--- src/rtl/frb_trigger_ctrl.sv ---
// frb_trigger_ctrl: sequencing and threshold-detection controller for the
// moving mean/variance statistics datapath of the FRB detection chain.
//   IDLE -> FLUSH (stat_rst held) -> WARMUP (window fill) -> ARMED
//   ARMED -> TRIGGERED (one-cycle trig) -> HOLDOFF -> ARMED
// Detection: (sample - mean)^2 > variance << K_SHIFT, three pipeline stages.
// Optional build macro FRB_TRIG_BIPOLAR_EN: negative excursions also trigger.
module frb_trigger_ctrl #(
    parameter int DIN_WIDTH    = 25,
    parameter int WINDOW_LEN   = 128,
    parameter int FLUSH_CYCLES = 8,
    parameter int HOLDOFF_LEN  = 64,
    parameter int K_SHIFT      = 4,
    parameter int TS_WIDTH     = 32
) (
    input  logic                     clk,
    input  logic                     rst,
    input  logic                     enable,
    input  logic [DIN_WIDTH-1:0]     samp,
    input  logic [DIN_WIDTH-1:0]     stat_avg,
    input  logic [2*DIN_WIDTH:0]     stat_var,
    input  logic                     stat_valid,
    output logic                     stat_rst,
    output logic                     armed,
    output logic                     trig,
    output logic [TS_WIDTH-1:0]      trig_ts,
    output logic [DIN_WIDTH:0]       trig_dev,
    output logic [2:0]               state_dbg
);

    localparam int VAR_W   = 2*DIN_WIDTH + 1;
    localparam int DEV_W   = DIN_WIDTH + 1;
    localparam int DSQ_W   = 2*DIN_WIDTH + 2;
    localparam int THR_W   = VAR_W + K_SHIFT;
    localparam int CMP_W   = (DSQ_W > THR_W) ? DSQ_W : THR_W;
    localparam int CNT_MAX = (FLUSH_CYCLES > WINDOW_LEN)
                           ? ((FLUSH_CYCLES > HOLDOFF_LEN) ? FLUSH_CYCLES : HOLDOFF_LEN)
                           : ((WINDOW_LEN > HOLDOFF_LEN) ? WINDOW_LEN : HOLDOFF_LEN);
    localparam int CNT_W   = $clog2(CNT_MAX + 1);

    typedef enum logic [2:0] {
        S_IDLE      = 3'd0,
        S_FLUSH     = 3'd1,
        S_WARMUP    = 3'd2,
        S_ARMED     = 3'd3,
        S_TRIGGERED = 3'd4,
        S_HOLDOFF   = 3'd5
    } state_t;

    state_t               state_q, state_d;
    logic [CNT_W-1:0]     cnt_q, cnt_d;
    logic [TS_WIDTH-1:0]  ts_q, ts_d;
    logic [TS_WIDTH-1:0]  trig_ts_q, trig_ts_d;
    logic [DEV_W-1:0]     trig_dev_q, trig_dev_d;

    // Pipeline stage 1: deviation, clamped variance, timestamp tag
    logic                 v1_q, v1_d;
    logic [DEV_W-1:0]     dev1_q, dev1_d;
    logic [VAR_W-1:0]     varc1_q, varc1_d;
    logic [TS_WIDTH-1:0]  tag1_q, tag1_d;
    // Pipeline stage 2: squared deviation and scaled threshold
    logic                 v2_q, v2_d;
    logic [DEV_W-1:0]     dev2_q, dev2_d;
    logic [DSQ_W-1:0]     dsq2_q, dsq2_d;
    logic [THR_W-1:0]     thr2_q, thr2_d;
    logic [TS_WIDTH-1:0]  tag2_q, tag2_d;
    // Pipeline stage 3: comparison result
    logic                 v3_q, v3_d;
    logic                 hit3_q, hit3_d;
    logic [DEV_W-1:0]     dev3_q, dev3_d;
    logic [TS_WIDTH-1:0]  tag3_q, tag3_d;

    logic                 pipe_flush;
    logic signed [DSQ_W-1:0] dev_ext;
    logic [CMP_W-1:0]     dsq_cmp, thr_cmp;

    assign pipe_flush = ~enable | (state_q == S_IDLE);

    // Detector datapath: stage data loads only on a valid input, valid bits shift every clock
    always_comb begin
        v1_d    = stat_valid & ~pipe_flush;
        v2_d    = v1_q & ~pipe_flush;
        v3_d    = v2_q & ~pipe_flush;
        dev1_d  = dev1_q;
        varc1_d = varc1_q;
        tag1_d  = tag1_q;
        dev2_d  = dev2_q;
        dsq2_d  = dsq2_q;
        thr2_d  = thr2_q;
        tag2_d  = tag2_q;
        hit3_d  = hit3_q;
        dev3_d  = dev3_q;
        tag3_d  = tag3_q;
        dev_ext = DSQ_W'($signed(dev1_q));
        dsq_cmp = CMP_W'(dsq2_q);
        thr_cmp = CMP_W'(thr2_q);

        if (stat_valid) begin
            dev1_d  = {samp[DIN_WIDTH-1], samp} - {stat_avg[DIN_WIDTH-1], stat_avg};
            varc1_d = stat_var[VAR_W-1] ? '0 : stat_var;
            tag1_d  = ts_q;
        end
        if (v1_q) begin
            dsq2_d = dev_ext * dev_ext;
            thr2_d = THR_W'(varc1_q) << K_SHIFT;
            dev2_d = dev1_q;
            tag2_d = tag1_q;
        end
        if (v2_q) begin
`ifdef FRB_TRIG_BIPOLAR_EN
            hit3_d = (dsq_cmp > thr_cmp);
`else
            hit3_d = ~dev2_q[DEV_W-1] & (|dev2_q) & (dsq_cmp > thr_cmp);
`endif
            dev3_d = dev2_q;
            tag3_d = tag2_q;
        end
    end

    // Pipeline registers
    always_ff @(posedge clk or posedge rst) begin
        if (rst) begin
            v1_q    <= 1'b0;
            v2_q    <= 1'b0;
            v3_q    <= 1'b0;
            dev1_q  <= '0;
            varc1_q <= '0;
            tag1_q  <= '0;
            dev2_q  <= '0;
            dsq2_q  <= '0;
            thr2_q  <= '0;
            tag2_q  <= '0;
            hit3_q  <= 1'b0;
            dev3_q  <= '0;
            tag3_q  <= '0;
        end else begin
            v1_q    <= v1_d;
            v2_q    <= v2_d;
            v3_q    <= v3_d;
            dev1_q  <= dev1_d;
            varc1_q <= varc1_d;
            tag1_q  <= tag1_d;
            dev2_q  <= dev2_d;
            dsq2_q  <= dsq2_d;
            thr2_q  <= thr2_d;
            tag2_q  <= tag2_d;
            hit3_q  <= hit3_d;
            dev3_q  <= dev3_d;
            tag3_q  <= tag3_d;
        end
    end

    // Next-state, sample counters, timestamp and trigger capture
    always_comb begin
        state_d    = state_q;
        cnt_d      = cnt_q;
        ts_d       = ts_q;
        trig_ts_d  = trig_ts_q;
        trig_dev_d = trig_dev_q;

        if (stat_valid && (state_q != S_IDLE) && (state_q != S_FLUSH))
            ts_d = ts_q + TS_WIDTH'(1);

        if (!enable) begin
            state_d = S_IDLE;
            cnt_d   = '0;
        end else begin
            case (state_q)
                S_IDLE: begin
                    state_d = S_FLUSH;
                    cnt_d   = '0;
                    ts_d    = '0;
                end
                S_FLUSH: begin
                    if (FLUSH_CYCLES <= 1 || cnt_q == CNT_W'(FLUSH_CYCLES - 1)) begin
                        state_d = S_WARMUP;
                        cnt_d   = '0;
                    end else begin
                        cnt_d = cnt_q + CNT_W'(1);
                    end
                end
                S_WARMUP: begin
                    if (stat_valid) begin
                        if (WINDOW_LEN <= 1 || cnt_q == CNT_W'(WINDOW_LEN - 1)) begin
                            state_d = S_ARMED;
                            cnt_d   = '0;
                        end else begin
                            cnt_d = cnt_q + CNT_W'(1);
                        end
                    end
                end
                S_ARMED: begin
                    if (v3_q && hit3_q) begin
                        state_d    = S_TRIGGERED;
                        cnt_d      = '0;
                        trig_ts_d  = tag3_q;
                        trig_dev_d = dev3_q;
                    end
                end
                S_TRIGGERED: begin
                    // a valid in this cycle already counts toward the holdoff
                    if (HOLDOFF_LEN == 0 || (HOLDOFF_LEN == 1 && stat_valid)) begin
                        state_d = S_ARMED;
                        cnt_d   = '0;
                    end else begin
                        state_d = S_HOLDOFF;
                        cnt_d   = stat_valid ? CNT_W'(1) : '0;
                    end
                end
                S_HOLDOFF: begin
                    if (stat_valid) begin
                        if (cnt_q == CNT_W'(HOLDOFF_LEN - 1)) begin
                            state_d = S_ARMED;
                            cnt_d   = '0;
                        end else begin
                            cnt_d = cnt_q + CNT_W'(1);
                        end
                    end
                end
                default: begin
                    state_d = S_IDLE;
                    cnt_d   = '0;
                end
            endcase
        end
    end

    // Control state registers
    always_ff @(posedge clk or posedge rst) begin
        if (rst) begin
            state_q    <= S_IDLE;
            cnt_q      <= '0;
            ts_q       <= '0;
            trig_ts_q  <= '0;
            trig_dev_q <= '0;
        end else begin
            state_q    <= state_d;
            cnt_q      <= cnt_d;
            ts_q       <= ts_d;
            trig_ts_q  <= trig_ts_d;
            trig_dev_q <= trig_dev_d;
        end
    end

    assign stat_rst  = (state_q == S_IDLE) || (state_q == S_FLUSH);
    assign armed     = (state_q == S_ARMED);
    assign trig      = (state_q == S_TRIGGERED);
    assign trig_ts   = trig_ts_q;
    assign trig_dev  = trig_dev_q;
    assign state_dbg = state_q;

endmodule

--- config.mk ---
export PLATFORM = sky130hd
export DESIGN_NAME = frb_trigger_ctrl
export DESIGN_NICKNAME = d
export VERILOG_FILES = /design/src/rtl/frb_trigger_ctrl.sv
export SDC_FILE = /design/constraint.sdc
export NUM_CORES = 2
export LEC_CHECK = 0
export BUFFER_PORTS_ARGS = -buffer_cell sky130_fd_sc_hd__buf_2
export CAP_MARGIN = 20
export CORE_UTILIZATION = 55
export DETAILED_ROUTE_END_ITERATION = 12
export GPL_ROUTABILITY_DRIVEN = 0
export GPL_TIMING_DRIVEN = 0
export PLACE_DENSITY = 0.74
export SLEW_MARGIN = 30
export SYNTH_ARGS = -nofsm -noshare
export SYNTH_HDL_FRONTEND = slang
export SYNTH_SLANG_ARGS = --single-unit
--- constraint.sdc ---
create_clock -name clk -period 16.3 [get_ports clk]
set_input_delay 0 -clock clk [delete_from_list [all_inputs] [get_ports clk]]
set_output_delay 0 -clock clk [all_outputs]
set_load 0.02 [all_outputs]
---- After elaboration in Yosys (flattened, before gate mapping) ----
Index checks and enable logic that the tools add are counted.
operators by class
  shifts and indexed selects .............. 0
  add/subtract/negate cells ............... 3
  bitwise operators ....................... 9
  multipliers ............................. 1
  divide/modulo/power cells ............... 0
  mux-type cells .......................... 21
  equal/unequal tests ..................... 15
  order comparisons ....................... 1
  reduce and logical (&&, ||, !) cells .... 10
operator list
  kind                                                                    number
  32-bit 2-to-1 mux                                                       3
  8-bit 2-to-1 mux                                                        7
  52-bit by 55-bit > comparator with 1-bit output                         1
  26-bit by 26-bit multiplier with 52-bit output                          1
  50-bit 2-to-1 mux                                                       1
  8-bit case mux with 5 select lines                                      1
  32-bit by 1-bit adder with 32-bit output (second input constant)        1
  26-bit OR reduction                                                     1
  25-bit by 25-bit subtractor with 26-bit output                          1
  3-bit 2-to-1 mux                                                        7
  3-bit case mux with 6 select lines                                      1
  3-bit != test (second input constant)                                   5
  8-bit by 1-bit adder with 8-bit output (second input constant)          1
  8-bit by 3-bit equality test with 1-bit output (second input constant)  1
  8-bit by 6-bit equality test with 1-bit output (second input constant)  1
  8-bit by 7-bit equality test with 1-bit output (second input constant)  1
  3-bit by 2-bit equality test with 1-bit output (second input constant)  2
  3-bit equality test (second input constant)                             2
  3-bit AND reduction                                                     2
  6-bit AND reduction                                                     1
  1-bit AND                                                               5
  3-bit by 1-bit equality test with 1-bit output (second input constant)  1
  1-bit logical AND                                                       3
  3-bit logical NOT                                                       1
  7 further kinds                                                         9
word-level totals
  logic and storage cells ................. 78
  register bits ........................... 433
  bits in read-only memories .............. 0
  memories kept ........................... 0
  bits in latches ......................... 0
  memory bits (writable) .................. 0
  output and inout bits ................... 64

---- Logic depth before layout (Yosys ltp) ----
  depth in word-level cells ............... 6
  depth in mapped cells ................... 29
  depth with buffers taken out ............ 27

---- Least setup slack after synthesis ----
Ideal clock, no wire load.
  path type ............................... reg2reg
  from .................................... reg dev1_q[25]
  to ...................................... reg dsq2_q[51]
  setup time .............................. 125 ps
  data arrival time ....................... 7,245 ps
  stages on the path, launching flop included .. 24
  slack ................................... 8,930 ps
  required time ........................... 16,175 ps
  buffers on the path ..................... 3
  path through ............................ dfrtp_1 -> clkbuf_1 -> clkbuf_1 -> nand2_1 -> inv_1 -> fa_1 -> fa_1 -> inv_1 -> fa_1 -> inv_1 -> fa_1 -> fa_1 -> fa_1 -> fa_1 -> ha_1 -> clkbuf_1 -> nand3_1 -> nor4b_1 -> a221oi_2 -> o21ai_1 -> nand2_1 -> a31oi_1 -> xnor2_1 -> mux2_2
between the ends
  longest elaborated chain between the ends .. 1
ends and longest elaborated chain
  element                                         RTL line  RTL
  start, declared                                 57        logic [DEV_W-1:0] dev1_q, dev1_d;
  start signal, assigned                          139       dev1_q <= dev1_d;
  26-bit by 26-bit multiplier with 52-bit output  103       dsq2_d = dev_ext * dev_ext;
  end signal, assigned                            143       dsq2_q <= dsq2_d;
  end, declared                                   63        logic [DSQ_W-1:0] dsq2_q, dsq2_d;
Every way passes these cells.
A chain may end at the register's enable or synchronous reset.

---- Worst setup path in the final report ----
Ends and elaborated chain as after synthesis.

==> impl_metrics.toml <==
[die]
die_h_um = 274
die_w_um = 274
fp.coreArea_mm2 = 0.0732
ios = 169
start_util = 0.557
fp.dieArea_mm2 = 0.0752
row_count = 99

[worst_setup_path]
path_cells = "clkbuf_1 > clkbuf_1 > nand2_1 > inv_1 > fa_1 > fa_1 > inv_1 > fa_1 > inv_1 > fa_1 > fa_1 > fa_1 > fa_1 > ha_1 > clkbuf_1 > nand3_1 > nor4b_1 > a221oi_2 > o21ai_1 > nand2_1 > a31oi_1 > xnor2_1 > mux2_2"
arrival_ns = 10.15
critPathTopFamily = "adder cells"
crit_type = "register to register"
critPathRequiredTime_ns = 16.75
rrSetupSlack_ns = 6.60
cp_slowest_cell = "fa_1"
critPathBufInv = 6
r2r-start = "dev1_q[25]"
r2r_cells = 23
cp_common_cell = "fa_1"
reg2reg_to = "dsq2_q[51]"
cp_max_fo = 10
end_kind = "register"
start_kind = "register"
max_stage_delay_ns = 0.95

[global_route]
grt_util_all_layers = 0.304
grt_max_degree = 90
grt_use_met2 = 0.478
grt_pass1_vias = 30900
grt-ovfl-total = 0
grt_pass1_wl_um = 172000
top_usage_layer = "met2"
grt_use_met1 = 0.398
antenna_found_initial = 6
met3_usage = 0.0687

[run_status]
failed_checks = "DRC"
status = "finished, violations left"

[timing]
hold_violations = 0
relSlewSlack = 0.272
max_freq_mhz = 103
period_needed_ns = 9.70
finalMaxSlewViolations = 0
worstMarginPinSlew_ns = 1.09
skew_ns = 0.0172
grt_setup_unrepaired = "false"
tns_ns = 0
setup_violations = 0
period_share = 0.595

[synth]
dominantRegCellSynth = "dfrtp_1"
yosysMostFrequentCell = "inv_1"
synth_top_area_frac = 0.323
ys_ff_latch = 429
yosys-top-cells-area = "fa_1 (32%), dfrtp_1 (26%), inv_1 (8.1%), mux2_2 (7.2%), ha_1 (7.1%)"
ys.warnings.count = 0
yosys.area.top_type = "fa_1"
ys_seq_area_frac = 0.263
synth_commonest_cells = "inv_1 (884), fa_1 (657), dfrtp_1 (429)"
synth_edf_count = 0
synthArstFlopShare = 1.00
synth_area_mm2 = 0.0408
synth.distinct_cells = 79
synth_fp_nets = 4842
syn_inst = 3850
syn_avg_cell_area_um2 = 10.6

[cells_and_area]
final_net_count = 5130
drive_above_1_share = 0.129
syn2layout_area_growth_pct = 10.5
multi_input_area_mm2 = 0.0261
regArea_mm2 = 0.0107
fillCellCount = 5782

[detailed_routing]
viasPerCell = 5.61
via_count = 28800
drt-total-wl_um = 110000
drtAntennaViolNets = 0
drc = 24
drt-initial-drc-count = 2356
post_drt_wl_per_cell_um = 21.4
firstDrtPassIters = 10

[clocking]
cts_tree = "yes"
clk_pin_slew_ns = 0.06
numCtsBuffers = 43
clockBufferDepth = 3
cts-htree-levels = 2
cts_sinks = 429
post_cts_buffers = 0
cts-root-buf = "clkbuf_16"
worst_skew_pair.late_latency_ns = 0.57

[run]
max_cap_violations = 0

[hold_path]
min_to = "dev1_q[2]"
hold_path.class = "input port to register"
min_from = "samp[2]"
hold_depth = 5

[placed_design]
port_buffers = 168
dpl.hpwl_um = 85400
-- cell families after synthesis --
| kind of cell | Yosys count | share of synthesized area |
|---|---|---|
| multiplexers | 265 | 0.0731 |
| XOR/XNOR | 117 | 0.0251 |
| AO/OA/AOI/OAI | 392 | 0.0642 |
| flip-flops | 429 | 0.263 |
| AND/OR/NAND/NOR | 728 | 0.0854 |
| buffers and inverters | 1032 | 0.0957 |
| adder cells (fa/ha/maj) | 887 | 0.393 |
-- area by class of cell --
cell class,instances,share of cell area
flip-flops and latches,429,0.238
multi-input cells,2389,0.580
clock buffers,60,0.0266
plain buffers,147,0.0129
diodes,2,0.000111
well taps,959,0.0266
inverters,885,0.0739
repair buffers,243,0.0372
clock inverters,13,0.00389
-- registers in the layout, indices dropped and copies added (netlist names) --
register and flops:
dsq2_q 50, trig_ts 32, dev3_q 26, state_dbg 3, dev2_q 26, tag3_q 32
hit3_q 1, cnt_q 8, v1_q 1, tag2_q 32, ts_q 32, tag1_q 32
varc1_q 50, v3_q 1, v2_q 1, trig_dev 26, thr2_q 50, dev1_q 26
-- cell usage in the layout, fill, tap and decap left out, drive strengths merged, types with 11 or more instances in the layout --
master / n
a21o: 45
a21oi: 93
a22o: 51
and2: 139
and3: 33
buf: 191
clkbuf: 189
dfrtp: 429
dlygate4sd3: 69
fa: 657
ha: 230
inv: 887
mux2: 260
nand2: 296
nand2b: 16
nand3: 35
nand4: 31
nor2: 123
nor3: 15
o21a: 15
o21ai: 113
o21bai: 11
xnor2: 68
xor2: 49
-- worst max path at each step --
stage | end | start | depth (start not counted) | slack (ns)
global placement | dev1_q[16] | rst | 2 | -0.25
CTS | dsq2_q[51] | dev1_q[25] | 23 | 6.77
finish | dsq2_q[51] | dev1_q[25] | 23 | 6.60
floorplan | cnt_q[0] | rst | 1 | 4.35
detailed placement | dsq2_q[51] | dev1_q[25] | 23 | 6.82
global route | dsq2_q[51] | dev1_q[25] | 23 | 6.21
-- worst min-delay path: stages --
cell	delay (ns)
buf_2	0.08
ha_1	0.18
xnor2_1	0.12
nand2_1	0.07
o21ai_0	0.07
-- metal layers --
metal  vias up  wire length [um]
met1     14700             42900
met5         -                 0
met3       363              9990
met4         0              6480
met2      1267             50300
li1      12500                 -
-- per-stage QoR --
step	instance area [um2]	instances	util	setup slack (ns)	hold WS [ns]
finish	45000	5127	0.615	6.60	0.0137
global route	45000	5126	0.615	6.21	0.0420
CTS	45000	5125	0.615	6.77	0.000952
detailed placement	43000	4983	0.587	6.82	0.0741
global placement	42800	4977	0.585	-0.249	0.203
floorplan	40800	3850	-	4.35	0.0825
-- repair_timing --
item                      CTS  global route
gates resized for setup     0             0
hold buffers               69             0
hold endpoints to repair  264             0
Power is left out: the tool's default activity adds up to more than one toggle a clock period on the data nets, which glitch-free logic cannot reach.
